--- src/rtl/hbridge_deadtime_guard_pkg.sv ---
// =============================================================================
// Module  : hbridge_deadtime_guard_pkg
// Brief   : Shared channel-state and request encodings for the H-bridge guard.
// Revision: 1.0 - initial release
// =============================================================================
`default_nettype none

package hbridge_deadtime_guard_pkg;

    localparam int unsigned CNT_W_DEFAULT = 32;

    typedef enum logic [1:0] {
        ST_IDLE    = 2'd0,
        ST_DRIVE_L = 2'd1,
        ST_DRIVE_R = 2'd2,
        ST_DEAD    = 2'd3
    } chan_state_e;

    typedef enum logic [1:0] {
        REQ_OFF = 2'd0,
        REQ_L   = 2'd1,
        REQ_R   = 2'd2
    } req_e;

    // State a leg settles in when it is free to follow the given request.
    function automatic chan_state_e req_target(input req_e req);
        chan_state_e st;
        case (req)
            REQ_L:   st = ST_DRIVE_L;
            REQ_R:   st = ST_DRIVE_R;
            default: st = ST_IDLE;
        endcase
        return st;
    endfunction

endpackage

`default_nettype wire

--- src/rtl/hbridge_guard_channel.sv ---
// =============================================================================
// Module  : hbridge_guard_channel
// Brief   : One bridge leg: request decode, drive FSM and dead-time counter.
// Revision: 1.0 - initial release
// =============================================================================
`default_nettype none

module hbridge_guard_channel
    import hbridge_deadtime_guard_pkg::*;
#(
    parameter int unsigned CNT_W = CNT_W_DEFAULT
) (
    input  logic             clk,
    input  logic             rst,
    input  logic             i_enable,
    input  logic [CNT_W-1:0] i_period,
    input  logic             i_l,
    input  logic             i_r,
    output logic             o_l,
    output logic             o_r,
    output logic             o_dead,
    output logic             o_illegal
);

    localparam logic [CNT_W-1:0] CNT_ONE = {{(CNT_W-1){1'b0}}, 1'b1};

    chan_state_e      state_q, state_d;
    logic [CNT_W-1:0] cnt_q, cnt_d;
    req_e             req_w;
    logic [CNT_W-1:0] dead_len_w;

    always_comb begin
        req_w = REQ_OFF;
        if (i_enable) begin
            if (i_l && !i_r) begin
                req_w = REQ_L;
            end else if (i_r && !i_l) begin
                req_w = REQ_R;
            end
        end
    end

    assign o_illegal  = i_enable & i_l & i_r;
    // A zero period still yields a one-cycle both-off gap.
    assign dead_len_w = (i_period == '0) ? CNT_ONE : i_period;

    always_comb begin
        state_d = state_q;
        cnt_d   = cnt_q;
        case (state_q)
            ST_IDLE: begin
                state_d = req_target(req_w);
            end
            ST_DRIVE_L: begin
                if (req_w != REQ_L) begin
                    state_d = ST_DEAD;
                    cnt_d   = dead_len_w;
                end
            end
            ST_DRIVE_R: begin
                if (req_w != REQ_R) begin
                    state_d = ST_DEAD;
                    cnt_d   = dead_len_w;
                end
            end
            ST_DEAD: begin
                if (cnt_q <= CNT_ONE) begin
                    state_d = req_target(req_w);
                    cnt_d   = '0;
                end else begin
                    cnt_d = cnt_q - CNT_ONE;
                end
            end
            default: begin
                state_d = ST_IDLE;
                cnt_d   = '0;
            end
        endcase
    end

    // rst is active-low.
    always_ff @(posedge clk or negedge rst) begin
        if (!rst) begin
            state_q <= ST_IDLE;
            cnt_q   <= '0;
        end else begin
            state_q <= state_d;
            cnt_q   <= cnt_d;
        end
    end

    assign o_l    = (state_q == ST_DRIVE_L);
    assign o_r    = (state_q == ST_DRIVE_R);
    assign o_dead = (state_q == ST_DEAD);

endmodule

`default_nettype wire

--- src/rtl/hbridge_deadtime_guard.sv ---
// =============================================================================
// Module  : hbridge_deadtime_guard
// Brief   : Dead-time and shoot-through guard for two H-bridge output stages.
// Revision: 1.0 - initial release
// =============================================================================
`default_nettype none

module hbridge_deadtime_guard
    import hbridge_deadtime_guard_pkg::*;
#(
    parameter int unsigned CNT_W = CNT_W_DEFAULT
) (
    input  logic             clk,
    input  logic             rst,
    input  logic             i_enable,
    input  logic [CNT_W-1:0] i_shoot_through_period,
    input  logic             i_hbridge0_l,
    input  logic             i_hbridge0_r,
    input  logic             i_hbridge1_l,
    input  logic             i_hbridge1_r,
    input  logic             i_clear_err,
    output logic             o_hbridge0_l,
    output logic             o_hbridge0_r,
    output logic             o_hbridge1_l,
    output logic             o_hbridge1_r,
    output logic             o_busy,
    output logic             o_err_shoot_through
);

    logic dead0_w, dead1_w;
    logic illegal0_w, illegal1_w;
    logic err_q;

    hbridge_guard_channel #(.CNT_W(CNT_W)) u_ch0 (
        .clk       (clk),
        .rst       (rst),
        .i_enable  (i_enable),
        .i_period  (i_shoot_through_period),
        .i_l       (i_hbridge0_l),
        .i_r       (i_hbridge0_r),
        .o_l       (o_hbridge0_l),
        .o_r       (o_hbridge0_r),
        .o_dead    (dead0_w),
        .o_illegal (illegal0_w)
    );

    hbridge_guard_channel #(.CNT_W(CNT_W)) u_ch1 (
        .clk       (clk),
        .rst       (rst),
        .i_enable  (i_enable),
        .i_period  (i_shoot_through_period),
        .i_l       (i_hbridge1_l),
        .i_r       (i_hbridge1_r),
        .o_l       (o_hbridge1_l),
        .o_r       (o_hbridge1_r),
        .o_dead    (dead1_w),
        .o_illegal (illegal1_w)
    );

    // A new violation outranks a simultaneous clear.
    always_ff @(posedge clk or negedge rst) begin
        if (!rst) begin
            err_q <= 1'b0;
        end else if (illegal0_w || illegal1_w) begin
            err_q <= 1'b1;
        end else if (i_clear_err) begin
            err_q <= 1'b0;
        end
    end

    assign o_err_shoot_through = err_q;
    assign o_busy              = dead0_w | dead1_w;

endmodule

`default_nettype wire
--- config.mk ---
export PLATFORM = sky130hd
export DESIGN_NAME = hbridge_deadtime_guard
export DESIGN_NICKNAME = d
export VERILOG_FILES = /design/src/rtl/hbridge_deadtime_guard_pkg.sv /design/src/rtl/hbridge_guard_channel.sv /design/src/rtl/hbridge_deadtime_guard.sv
export SDC_FILE = /design/constraint.sdc
export NUM_CORES = 1
export LEC_CHECK = 0
export CAP_MARGIN = 20
export CORE_MARGIN = 4
export CORE_UTILIZATION = 53
export CTS_CLUSTER_SIZE = 16
export DETAILED_ROUTE_END_ITERATION = 6
export PLACE_DENSITY = 0.79
export REMOVE_ABC_BUFFERS = 1
export SYNTH_ARGS = -nofsm -noshare
export SYNTH_HDL_FRONTEND = slang
export SYNTH_HIERARCHICAL = 1
export SYNTH_SLANG_ARGS = --single-unit
--- constraint.sdc ---
create_clock -name clk -period 2.65 [get_ports clk]
set_clock_uncertainty 0.15 [all_clocks]
set_input_delay 0.53 -clock clk [delete_from_list [all_inputs] [get_ports clk]]
set_output_delay 0.53 -clock clk [all_outputs]
set_load 0.02 [all_outputs]
==> impl_metrics.tcl <==
set metrics [dict create \
    ys.flop_type "dfrtp_1" \
    core-area_um2 8891 \
    crit_fanout 4 \
    netlist_top_cells_area "dfrtp_1 35%, a22o_1 5.9%, o21ai_0 5.2%" \
    cp.depth 7 \
    drtIter0Drc 473 \
    synth_cell_types 62 \
    clkTransAtPathRegs_ps 80 \
    grt.met2_usage 0.4331 \
    post-dp-hpwl_um 10770 \
    route.detailed.drc 0 \
    grt_max_degree 70 \
    path_class "flop to flop" \
    critPathTopFamily "simple AND/OR/NAND/NOR gates" \
    wl_per_cell_um 20.74 \
    vias 5256 \
    dpl-instance-area_um2 5719 \
    syn_inst 567 \
    synth.most_common_cell "dfrtp_1" \
    finalInstanceArea_um2 5941 \
    io-pin-count 46 \
    drive_above_1_share 0.1313 \
    ys_async_sr_fraction 1.000 \
    die_x_um 104.5 \
    clk_latency_ps 350 \
    reg2reg_from "u_ch1/cnt_q[14]" \
    rsz0062_at_grt "false" \
    cts_tree "built" \
    hold_class "input port to asynchronous set/reset pin" \
    crit_path_top_delay_cell "or4_1" \
    fillCellCount 747 \
    grt_overflow 0 \
    start_util 0.5546 \
    yosys-top-cells-count "69 x dfrtp_1, 51 x o21ai_0, 40 x nor2_1" \
    grt.busiest_layer "met2" \
    grt_pass1_vias 5072 \
    ys_seq_area_frac 0.3502 \
    track_usage 0.2825 \
    reg2reg_to "u_ch1/cnt_q[24]" \
    p_leak_nw 2.284 \
    finalWeightedCongestion 0.8766 \
    post_cts_buffers 0 \
    finalSetupViolCount 0 \
    cts_buffer_depth 2 \
    min_period_ps 2574 \
    peakVddDrop_v 0.0007490 \
    worstRegToRegCells 7 \
    port_buffers 45 \
    max_slew.worst_pin.slew_ps 633.2 \
    fp.dieH_um 104.5 \
    first_pass_iters 6 \
    p_per_area_nw_per_um2 1202 \
    critical_path_arrival_ps 2640 \
    crit_chain "or4_1 -> nor3_4 -> buf_4 -> nand3_1 -> buf_4 -> o311ai_0 -> o211ai_1" \
    syn_to_final_growth_pct 20.48 \
    ff_latch_area_um2 1727 \
    fmax_ghz 0.3885 \
    synth_top_area_cell "dfrtp_1" \
    cts.sinks 69 \
    rows 34 \
    fp.dieArea_um2 10910 \
    diodes 0 \
    path_buf_inv 2 \
    yosysWarnings 6 \
    power_mw 7.142 \
    slew-limit-headroom 0.5746 \
    grt_first_pass_wirelength_um 25090 \
    hold_violations 0 \
    worstSetupEndpoint "u_ch1/cnt_q[24]" \
    routed_wl_um 15350 \
    netlist_area_um2 4931 \
    syn_avg_cell_area_um2 8.697 \
    synth_edf_count 0 \
    layout.nets 679 \
    finalCritPeriodShare 0.9713 \
    r2r_slack_ps 80 \
    critical_path.max_stage_delay_ps 650 \
    ys_ff_latch 69 \
    multi_input_area_um2 2933 \
    cp-startpoint "u_ch1/cnt_q[14]" \
    end_kind "flop" \
    synth_top_area_share 0.3502 \
    critPathLaunchType "flop" \
    crit_required_ps 2720 \
    status "finished, final reports clean" \
    antenna_found_initial 0 \
    met1_usage 0.3802 \
    grtUsageMet3 0.06394 \
    viasPerCell 7.103 \
    cts_hold_buf 0 \
    cts_made_buffers 9 \
    ant_nets 0 \
    crit_path_frequent_cell "buf_4" \
    drv_cap 0 \
    cts_resized 0 \
    slew_violations 0 \
    htreeDepth 3 \
    root_buffer "clkbuf_8" \
]
[layout by cell type, fill, tap and decap left out, types with 16 or more instances in the layout]
cell | netlist | final
dfrtp_1 | 69 | 69
o21ai_0 | 51 | 51
clkdlybuf4s50_1 | 0 | 44
buf_4 | 2 | 42
nor2_1 | 40 | 39
nor4_1 | 39 | 37
nor3_1 | 36 | 36
a22o_1 | 33 | 33
inv_1 | 30 | 30
nand2_1 | 23 | 23
o2bb2ai_1 | 21 | 21
a32oi_1 | 16 | 16
[flip-flops by register name (all words and copies together) (netlist names)]
signal	flops
o_err_shoot_through	1
u_ch0/cnt_q	32
u_ch0/state_q	2
u_ch1/cnt_q	32
u_ch1/state_q	2
[report_power, final]
group | internal (mW) | switching, mW
sequential | 1.60 | 0.648
clock | 0.459 | 0.431
combinational | 1.76 | 2.24
total | 3.82 | 3.32
[cell type report]
cell class | count | area share
Clock buffer | 12 | 0.02443
Clock inverter | 4 | 0.008003
Inverter | 30 | 0.01896
Multi-Input combinational cell | 426 | 0.4937
Sequential cell | 69 | 0.2906
Tap cell | 108 | 0.02275
Timing Repair Buffer | 91 | 0.1415
[logic make-up (layout without fill, tap and decap cells)]
group	after synthesis	in the layout	synth area share
AND/OR/NAND/NOR	210	210	0.2449
buffers and inverters	72	137	0.06293
flip-flops	69	69	0.3502
AO/OA/AOI/OAI	200	200	0.3035
multiplexers	4	4	0.008120
adder cells (fa/ha/maj)	12	12	0.03045
[worst min path at each step]
stage | startpoint | endpoint | slack, ps | cells past startpoint
after global placement | u_ch1/cnt_q[15] | u_ch1/cnt_q[15] | 340 | 1
final | rst | u_ch1/cnt_q[2] | 40 | 2
after detailed placement | u_ch1/cnt_q[15] | u_ch1/cnt_q[15] | 330 | 1
after floorplan | rst | o_err_shoot_through | 80 | 0
after CTS | rst | u_ch1/cnt_q[2] | 60 | 2
after global routing | rst | u_ch1/cnt_q[2] | 60 | 2
[layer usage]
layer | share of wire | up-vias
met3 | 0.095 | 48
met5 | 0 | -
met1 | 0.41 | 2542
met4 | 0.031 | 0
li1 | - | 2372
met2 | 0.46 | 294
[metrics by stage]
stage	hold WS [ps]	setup WS [ps]	instances	setup TNS, ps	util
after detailed placement	331.9	63.54	724	0	0.6433
after floorplan	84.41	-392.4	525	-6384	-
after global routing	61.46	17.47	740	0	0.6682
after global placement	338.6	141.1	724	0	0.6433
final	36.84	76.07	740	0	0.6682
after CTS	62.36	35.95	740	0	0.6649
Power figures use the tool's default switching activity.
